### config.mk
export PLATFORM = sky130hd
export DESIGN_NAME = mc_ctrl_fsm
export DESIGN_NICKNAME = d
export VERILOG_FILES = /design/src/rtl/mc_ctrl_fsm.sv
export SDC_FILE = /design/constraint.sdc
export NUM_CORES = 1
export LEC_CHECK = 0
export CAP_MARGIN = 20
export CORE_MARGIN = 2
export CORE_UTILIZATION = 34
export DETAILED_ROUTE_END_ITERATION = 16
export PLACE_DENSITY = 0.79
export REMOVE_ABC_BUFFERS = 1
export SLEW_MARGIN = 30
export SYNTH_ARGS = -nofsm -noshare
export SYNTH_HDL_FRONTEND = slang
export SYNTH_SLANG_ARGS = --single-unit
### constraint.sdc
create_clock -name clk -period 2.7 [get_ports clk]
set_input_delay 0.675 -clock clk [delete_from_list [all_inputs] [get_ports clk]]
set_output_delay 0.675 -clock clk [all_outputs]
set_load 0.05 [all_outputs]
### src/rtl/mc_ctrl_fsm.sv
// Multi-cycle MIPS control unit: Moore sequencer plus ALU decoder.
// Drives datapath mux selects and write enables from the current state.
module mc_ctrl_fsm #(
  parameter int STATE_W = 4
) (
  input  logic               clk,
  input  logic               reset,
  input  logic [5:0]         op,
  input  logic [5:0]         funct,
  input  logic               zero,
  output logic               iord,
  output logic               alusrca,
  output logic [1:0]         alusrcb,
  output logic [1:0]         pcsrc,
  output logic               memtoreg,
  output logic               regdst,
  output logic               irwrite,
  output logic               memwrite,
  output logic               regwrite,
  output logic               pcen,
  output logic [2:0]         alucontrol,
  output logic               illegal,
  output logic [STATE_W-1:0] dbg_state
);

  typedef enum logic [3:0] {
    FETCH  = 4'd0,
    DECODE = 4'd1,
    MEMADR = 4'd2,
    MEMRD  = 4'd3,
    MEMWB  = 4'd4,
    MEMWR  = 4'd5,
    EXEC   = 4'd6,
    ALUWB  = 4'd7,
    BRANCH = 4'd8,
    ADDIEX = 4'd9,
    ADDIWB = 4'd10,
    JUMP   = 4'd11
  } state_t;

  typedef enum logic [1:0] {
    AL_NONE,
    AL_ADD,
    AL_SUB,
    AL_FN
  } aluop_t;

  localparam logic [5:0] OP_LW   = 6'b100011;
  localparam logic [5:0] OP_SW   = 6'b101011;
  localparam logic [5:0] OP_RTYP = 6'b000000;
  localparam logic [5:0] OP_BEQ  = 6'b000100;
  localparam logic [5:0] OP_ADDI = 6'b001000;
  localparam logic [5:0] OP_J    = 6'b000010;

  state_t state;
  state_t nxt;
  aluop_t aluop;
  logic   pcwrite;
  logic   branch;
  logic   bad_op;
  logic   bad_fn;

  always_ff @(posedge clk) begin
    if (reset) state <= FETCH;
    else       state <= nxt;
  end

  always_comb begin
    nxt      = FETCH;
    aluop    = AL_NONE;
    pcwrite  = 1'b0;
    branch   = 1'b0;
    bad_op   = 1'b0;
    iord     = 1'b0;
    alusrca  = 1'b0;
    alusrcb  = 2'b00;
    pcsrc    = 2'b00;
    memtoreg = 1'b0;
    regdst   = 1'b0;
    irwrite  = 1'b0;
    memwrite = 1'b0;
    regwrite = 1'b0;
    case (state)
      FETCH: begin
        alusrcb = 2'b01;
        aluop   = AL_ADD;
        irwrite = 1'b1;
        pcwrite = 1'b1;
        nxt     = DECODE;
      end
      DECODE: begin
        alusrcb = 2'b11;
        aluop   = AL_ADD;
        case (op)
          OP_LW,
          OP_SW:   nxt = MEMADR;
          OP_RTYP: nxt = EXEC;
          OP_BEQ:  nxt = BRANCH;
          OP_ADDI: nxt = ADDIEX;
          OP_J:    nxt = JUMP;
          default: bad_op = 1'b1;
        endcase
      end
      MEMADR, ADDIEX: begin
        alusrca = 1'b1;
        alusrcb = 2'b10;
        aluop   = AL_ADD;
        if (state == ADDIEX) nxt = ADDIWB;
        else if (op == OP_LW) nxt = MEMRD;
        else nxt = MEMWR;
      end
      MEMRD: begin
        iord = 1'b1;
        nxt  = MEMWB;
      end
      MEMWB: begin
        memtoreg = 1'b1;
        regwrite = 1'b1;
      end
      MEMWR: begin
        iord     = 1'b1;
        memwrite = 1'b1;
      end
      EXEC: begin
        alusrca = 1'b1;
        aluop   = AL_FN;
        nxt     = ALUWB;
      end
      ALUWB: begin
        regdst   = 1'b1;
        regwrite = 1'b1;
      end
      BRANCH: begin
        alusrca = 1'b1;
        aluop   = AL_SUB;
        pcsrc   = 2'b01;
        branch  = 1'b1;
      end
      ADDIWB: regwrite = 1'b1;
      JUMP: begin
        pcsrc   = 2'b10;
        pcwrite = 1'b1;
      end
      default: nxt = FETCH;
    endcase

    bad_fn     = 1'b0;
    alucontrol = 3'b000;
    unique case (aluop)
      AL_NONE: alucontrol = 3'b000;
      AL_ADD:  alucontrol = 3'b010;
      AL_SUB:  alucontrol = 3'b110;
      AL_FN: begin
        case (funct)
          6'b100000: alucontrol = 3'b010;
          6'b100010: alucontrol = 3'b110;
          6'b100100: alucontrol = 3'b000;
          6'b100101: alucontrol = 3'b001;
          6'b101010: alucontrol = 3'b111;
          default: begin
            alucontrol = 3'b010;
            bad_fn     = 1'b1;
          end
        endcase
      end
    endcase

    pcen      = pcwrite | (branch & zero);
    illegal   = bad_op | bad_fn;
    dbg_state = STATE_W'(state);

    // Reset masks everything so a mid-instruction reset writes nothing.
    if (reset) begin
      iord       = 1'b0;
      alusrca    = 1'b0;
      alusrcb    = 2'b00;
      pcsrc      = 2'b00;
      memtoreg   = 1'b0;
      regdst     = 1'b0;
      irwrite    = 1'b0;
      memwrite   = 1'b0;
      regwrite   = 1'b0;
      pcen       = 1'b0;
      alucontrol = 3'b000;
      illegal    = 1'b0;
      dbg_state  = '0;
    end
  end

endmodule

-- After elaboration in Yosys (flattened, before gate mapping)
Cells that the tools add are included.
- word-level logic and storage cells: 75
- output and inout bits: 20
- bits in registers: 4
- bitwise logic cells: 3
- equality and inequality tests: 24
- reductions and logical operators: 12
- mux-type cells: 35
- operator list (cell ; number):
    $eq A6 B6 Y1 const B ; 7
    $pmux W4 S5 ; 2
    $pmux W3 S4 ; 2
    $mux W1 ; 22
    $eq A4 B3 Y1 const B ; 4
    $eq A4 B4 Y1 const B ; 4
    $pmux W2 S3 ; 2
    $eq A4 B2 Y1 const B ; 2
    $mux W4 ; 2
    $reduce_or A2 Y1 ; 4
    $reduce_or A4 Y1 ; 2
    $eq A6 B2 Y1 const B ; 1
    $eq A6 B3 Y1 const B ; 1
    $eq A6 B4 Y1 const B ; 1
    $logic_not A6 Y1 ; 1
    $mux W3 ; 2
    $reduce_or A6 Y1 ; 1
    $reduce_or A5 Y1 ; 1
    $eq A2 B2 Y1 const B ; 2
    $eq A4 B1 Y1 const B ; 1
    $logic_not A4 Y1 ; 1
    $mux W2 ; 2
    $pmux W2 S2 ; 1
    $reduce_or A3 Y1 ; 1
    4 further kinds ; 5

-- Longest topological paths before layout
Gate-level depths: netlist (run 1).
- depth after elaboration: 7
- gate-level depth with buffers: 5

-- Worst setup path after synthesis (run 1)
Ideal clock, no wire load.
- path type: input port to output port
- start: in reset
- end: out illegal
- cell stages on the path: 3
- data required time: 2.025 ns
- path buffers: 0
- setup slack: -0.896 ns
- arrival: 2.921 ns
- cell sequence: nor4_1 -> o2111ai_1 -> o31ai_1
- word-level cells in the longest chain between the ends: 1
- RTL lines (element ; RTL line ; RTL):
    start, declared ; 7 ; input logic reset,
    $mux W1 ; 173 ; if (reset) begin
    end, declared ; 22 ; output logic illegal,
No other way between the ends.

-- Worst setup path in the final report (run 1)
- start: in funct[5]
- end: out alucontrol[2]
- word-level cells in the longest chain between the ends: 4
- RTL lines (element ; RTL line ; RTL):
    start, declared ; 9 ; input logic [5:0] funct,
    $eq A6 B6 Y1 ; 154 ; case (funct)
    $pmux W3 S4 * ; 154 ;
    $pmux W3 S4 * ; 149 ; unique case (aluop)
    $mux W3 * ; 173 ;
    end, declared ; 21 ; output logic [2:0] alucontrol,
Every way passes the cells marked *; elsewhere a longest branch is shown, timed or not.

==> reports/results.txt, run 1 <==
CTS tree: yes
Slew Limit Fails: 0
vias in the first global route: 995
Post-Layout Cell Count: 162
maximum vdd drop: 0.0001920 V
DR vias: 1,111
Row Count: 14
ANT nets after route: 0
Post-synth top flop: dfxtp_1
Max stage delay on crit path: 0.52 ns
crit-path max FO: 2
most frequent cells in the layout: buf_4 (23), buf_12 (19), nor2_1 (14), dlymetal6s2s_1 (7), nor2b_1 (6)
routability congestion estimate from global placement: 0.9439
CP Capture Type: primary output
TritonCTS Buffers: 3
I/O pin count: 35
most area-hungry cell type in the Yosys netlist: dfxtp_1
violated checks: negative setup slack
# DRC: 0
clock skew: 0.006797 ns
layout cells sized above 1: 0.4315
Clock Latency Late Sink: 0.24 ns
unique cell type count in the Yosys netlist: 33
Max clock buf depth: 2
Largest Register: state
final net count: 163
origin of the worst setup path: funct[5]
antenna violations before repair: 0
Critical-path top delay cell: clkdlybuf4s50_1
outcome: finished with violations
# clock sinks: 4
worst hold path depth: 2
Initial Util: 0.3726
fmax: 362.3 MHz
worst r2r src: state[2]
final wirelength: 3.712 mm
final worst-path cycle share: 1.022
hold_buf cts: 0
Syn-to-layout area delta: 146.6%
Largest register FFs: 4
switch share: 0.3773
number of flops mapped to enable cells by yosys: 0
reg2reg path depth: 4
part of the power in registers: 0.199
Tmin final: 2.760 ns
largest net degree at the start of global routing: 13
Overflow after GRT: 0
Pre-antenna DRT Iters: 6
Internal Power: 197.7 uW
Yosys warnings: 0
DR WL/cell: 22.91 um
FF-to-FF End: state[1]
min setup slack post-route: -0.06027 ns
placed instance count: 153
Die ar.: 2034 um2
CTS H-tree depth: 1
Clock power frac: 0.234
TNS Setup: -0.1046 ns
pwr dens: 224.2 nW/um2
chip height: 45.10 um
Mapped Area: 574.3 um2
vias per inst: 6.858
RSZ-0062 raised after global routing: true
die span in x: 45.10 um
Leakage: 0.0006369 uW
final setup fails: 2
WP data arrival: 2.09 ns
most common cell after layout, fill and taps aside: buf_4
NetSw: 119.8 uW
Slew @ Worst Pin: 0.5336 ns
Post-DP Area: 1255 um2
Hold WS: 0.7047 ns
required time of the critical path: 2.03 ns
Final Hold Viols: 0
syn avg cell area: 6.381 um2
critical path startpoint category: input pin
Reg clk slew, reported paths: 0.04 ns
Design Area, Final: 1416 um2
Post-DP HPWL: 1.871 mm
max_slew headroom: 0.6438
clk root buf: clkbuf_4
biggest regs: state (4)
crit-path cells: clkdlybuf4s50_1, nor2b_1, nand4_1, a211oi_2, buf_4, buf_12
synth top area cells: dfxtp_1 (14%), nor2_1 (9.2%), a211oi_1 (6.5%), nor2b_1 (6.5%), nand2b_1 (5.4%)
Gate power share: 0.567
CORE AREA: 1541 um2
flop2flop setup slack: 0.98 ns
Post-synth ARST share: 0
worst hold path class: register to register
crit path kind: input pin to primary output
IO buf count: 34
initial DRC count: 57
global-route usage over all layers: 0.3339
sequential cell area fraction in the yosys report: 0.1394
Setup crit end: alucontrol[2]
hold_sp: state[1]
Yosys top cell area share: 0.1394
Max-Cap Viols: 0
first-pass GRT wire length: 4.864 mm
Mapped Cells: 90
antenna cell count: 0
FF+latch count, synth: 4
-- worst max-delay path: cells and delay by family --
family	cells	cell delay (ns)
AO/OA/AOI/OAI	1	0.30
buffers and inverters	3	0.81
AND/OR/NAND/NOR	2	0.30
-- stage by stage --
step / utilization / setup WS, ns / total power, uW
after CTS: 0.8669 / 0.001888 / 301.4
final: 0.9188 / -0.06027 / 317.5
after detailed placement: 0.8141 / -0.1613 / 216.2
after floorplan: - / -0.8963 / 122.7
after global placement: 0.8141 / -0.04928 / 211.0
after global routing: 0.9188 / -0.1623 / 331.8
-- power by group through the flow --
stage	logic [uW]	clock network (uW)	registers [uW]
4_1_cts	160	78.3	62.7
3_3_place_gp	148	0	63.4
3_5_place_dp	153	0	63.6
5_1_grt	187	82.1	63.0
6_report	180	74.4	63.1
2_1_floorplan	57.1	0	65.6
-- cell type report --
class	count	area (um2)
sequential	4	80.08
tap	16	20.02
clock buffer	3	22.52
inverter	3	11.26
multi-input combinational	77	539.3
timing repair buffer	59	743.2
fill	58	125.1
-- cells in the mapped netlist, types with 2 or more instances --
cell type and n:
nand2b_1 5, inv_1 3, nor2_1 14, or3_1 2
nor3_1 4, xor2_1 3, a211oi_1 5, and3_1 2
nor2b_1 6, nand2_1 4, o21ai_0 3, nor3b_1 2
a21oi_1 5, nand3_1 3, o22ai_1 2, nor4_1 3
clkbuf_1 5, dfxtp_1 4
-- how the worst min path moves through the flow --
stage,slack (ns),endpoint
global placement,0.66,state[0]
finish,0.70,state[0]
floorplan,0.58,state[0]
detailed placement,0.68,state[2]
global route,0.73,state[0]
CTS,0.69,state[0]
-- routing by layer --
layer  GRT usage  part of all wire  vias to the layer above  wire length, um
li1            -                 -                      444                -
met1      0.3601              0.32                      510             1197
met2      0.5943              0.48                      116             1796
met3     0.08400              0.11                       41              400
met4      0.1706             0.085                        0              317
met5           0                 0                        -                0
-- timing repair --
action | 4_1_cts | 5_1_grt
pin swaps | 4 | 4
hold endpoints to repair | 0 | 0
setup buffers | 2 | 3
cloned | 0 | 1
gates resized for setup | 14 | 21
endpoints found under the setup margin | 4 | 7
-- cell families after synthesis --
| kind of cell | Yosys count | synth area share |
|---|---|---|
| AO/OA/AOI/OAI | 24 | 0.2898 |
| XOR/XNOR | 3 | 0.04576 |
| buffers and inverters | 9 | 0.05882 |
| flip-flops | 4 | 0.1394 |
| AND/OR/NAND/NOR | 50 | 0.4662 |
(Power assumes the default switching activity.)
==> inputs of run 2 (changes only) <==
GPL_TIMING_DRIVEN = 0   (was default)
RECOVER_POWER = 100   (was default)
==> run 2 against run 1 <==
Against the previous run:
- the run now ends clean
- register-to-register slack better by 0.13 ns
- sequential share of layout area is 3.4 points higher
- cell count is 15% lower
- clock power is 1% lower
- fmax is 3.5% higher
- clock skew is 0.0058 ns lower
- wire length is 54% lower
- utilization is 34 points lower
- largest cell class is now multi-input combinational cells
- largest power group unchanged
==> reports/results.txt, run 2 (synthesis gave the netlist of run 1 again) <==
outcome: finished, final reports clean
Syn-to-layout area delta: 56.21%
worst hold path depth: 1
worst r2r src: state[0]
hold_buf cts: 0
Die ar.: 2034 um2
Tmin final: 2.666 ns
gate family responsible for the most delay along the worst path: buffers and inverters
RSZ-0062 raised after global routing: true
# clock sinks: 4
Leakage: 0.0003928 uW
Pre-antenna DRT Iters: 4
Initial Util: 0.3726
Max-Cap Viols: 0
final worst-path cycle share: 0.9876
most frequent cells in the layout: nor2_1 (14), dlygate4sd2_1 (11), nor2b_1 (6)
chip height: 45.10 um
buffers plus inverters on the worst setup path: 2
Reg clk slew, reported paths: 0.04 ns
Max stage delay on crit path: 0.56 ns
biggest regs: state (4)
Worst Hold Path EP: state[0]
Final Hold Viols: 0
max_slew headroom: 0.5949
hold_sp: state[3]
antenna cell count: 0
IO buf count: 34
maximum vdd drop: 0.0001307 V
register area: 81.33 um2
Post-DP HPWL: 1.306 mm
I/O pin count: 35
layout cells sized above 1: 0.1475
final setup fails: 0
antenna violations before repair: 0
ANT nets after route: 0
FF-to-FF End: state[1]
Post-Layout Cell Count: 138
global-route usage over all layers: 0.1785
CP Capture Type: primary output
CTS tree: yes
Slew Limit Fails: 0
crit-path cells: dlygate4sd3_1, or2_1, o2111ai_1, o31ai_1, buf_4
DR vias: 755
fmax: 375.0 MHz
worst hold path class: register to register
Slew @ Worst Pin: 0.6103 ns
final net count: 139
clock skew: 0.001040 ns
CTS H-tree depth: 1
WP data arrival: 1.99 ns
Clock Latency Late Sink: 0.23 ns
vias in the first global route: 664
# DRC: 0
required time of the critical path: 2.03 ns
die span in x: 45.10 um
first-pass GRT wire length: 2.794 mm
pwr dens: 267.8 nW/um2
Row Count: 14
Overflow after GRT: 0
Critical-path top delay cell: dlygate4sd3_1
TritonCTS Buffers: 3
DR WL/cell: 12.30 um
final wirelength: 1.697 mm
vias per inst: 5.471
largest net degree at the start of global routing: 18
clk root buf: clkbuf_4
routability congestion estimate from global placement: 0.8567
crit path kind: input pin to primary output
most common cell after layout, fill and taps aside: nor2_1
initial DRC count: 12
Max clock buf depth: 2
crit-path max FO: 3
Largest register FFs: 4
flop2flop setup slack: 1.11 ns
Multi-input gate area: 479.2 um2
fillers: 164
overall power: 240.3 uW
CORE AREA: 1541 um2
Largest Register: state
critical path startpoint category: input pin
reg2reg path depth: 4
placed instance count: 134
[run 2: cell types whose count changed in the layout (fill, tap and decap cells not counted), moves of 3 or more]
cell	before	now
buf_12	19	0
clkdlybuf4s50_1	2	5
dlygate4sd2_1	1	11
clkbuf_1	0	4
buf_4	23	3
dlymetal6s2s_1	7	3
[run 2: layout make-up]
class	count	area share
sequential	4	0.09066
clock buffer	3	0.02510
multi-input combinational	77	0.5342
timing repair buffer	35	0.3152
inverter	3	0.01255
tap	16	0.02232
[run 2: through the flow]
stage               hold slack, ns    util  setup slack [ns]  cell area (um2)  setup TNS, ns
floorplan                   0.5798       -           -0.8963            551.8         -2.435
global placement            0.6771  0.5917           -0.9002            912.1         -12.29
detailed placement          0.6614  0.5917           -0.8607            912.1         -12.26
CTS                         0.6607  0.6071          -0.02241            935.9       -0.02241
global route                0.7226  0.5820          -0.04556            897.1        -0.1197
finish                      0.6707  0.5820           0.03357            897.1              0
[run 2: worst max-delay path by stage]
stage                          endpoint     start  cells past startpoint  slack, ns
after global placement          illegal     reset                      5      -0.90
after floorplan                 illegal     reset                      3      -0.90
final                           illegal     op[4]                      5       0.03
after global routing      alucontrol[2]  funct[0]                      5      -0.05
after detailed placement        illegal     reset                      5      -0.86
after CTS                       illegal     op[2]                      6      -0.02
[run 2: repair_timing]
item | CTS | global route
endpoints found under the hold margin | 0 | 0
buffers inserted | 0 | 1
pin swaps | 1 | 2
setup endpoints to repair | 20 | 14
resized for setup | 69 | 12
[run 2: routing by layer]
layer,vias up,track usage,part of all wire
met2,31,0.3171,0.46
met3,0,0.03200,0.085
li1,393,-,-
met5,-,0,0
met4,0,0.03529,0
met1,331,0.2238,0.45
[run 2: report_power, final]
| part | total [uW] | switching (uW) | internal, uW |
|---|---|---|---|
| clock | 73.4 | 23.7 | 49.7 |
| combinational | 100 | 61.7 | 38.6 |
| sequential | 66.6 | 5.31 | 61.3 |
| total | 240 | 90.7 | 150 |
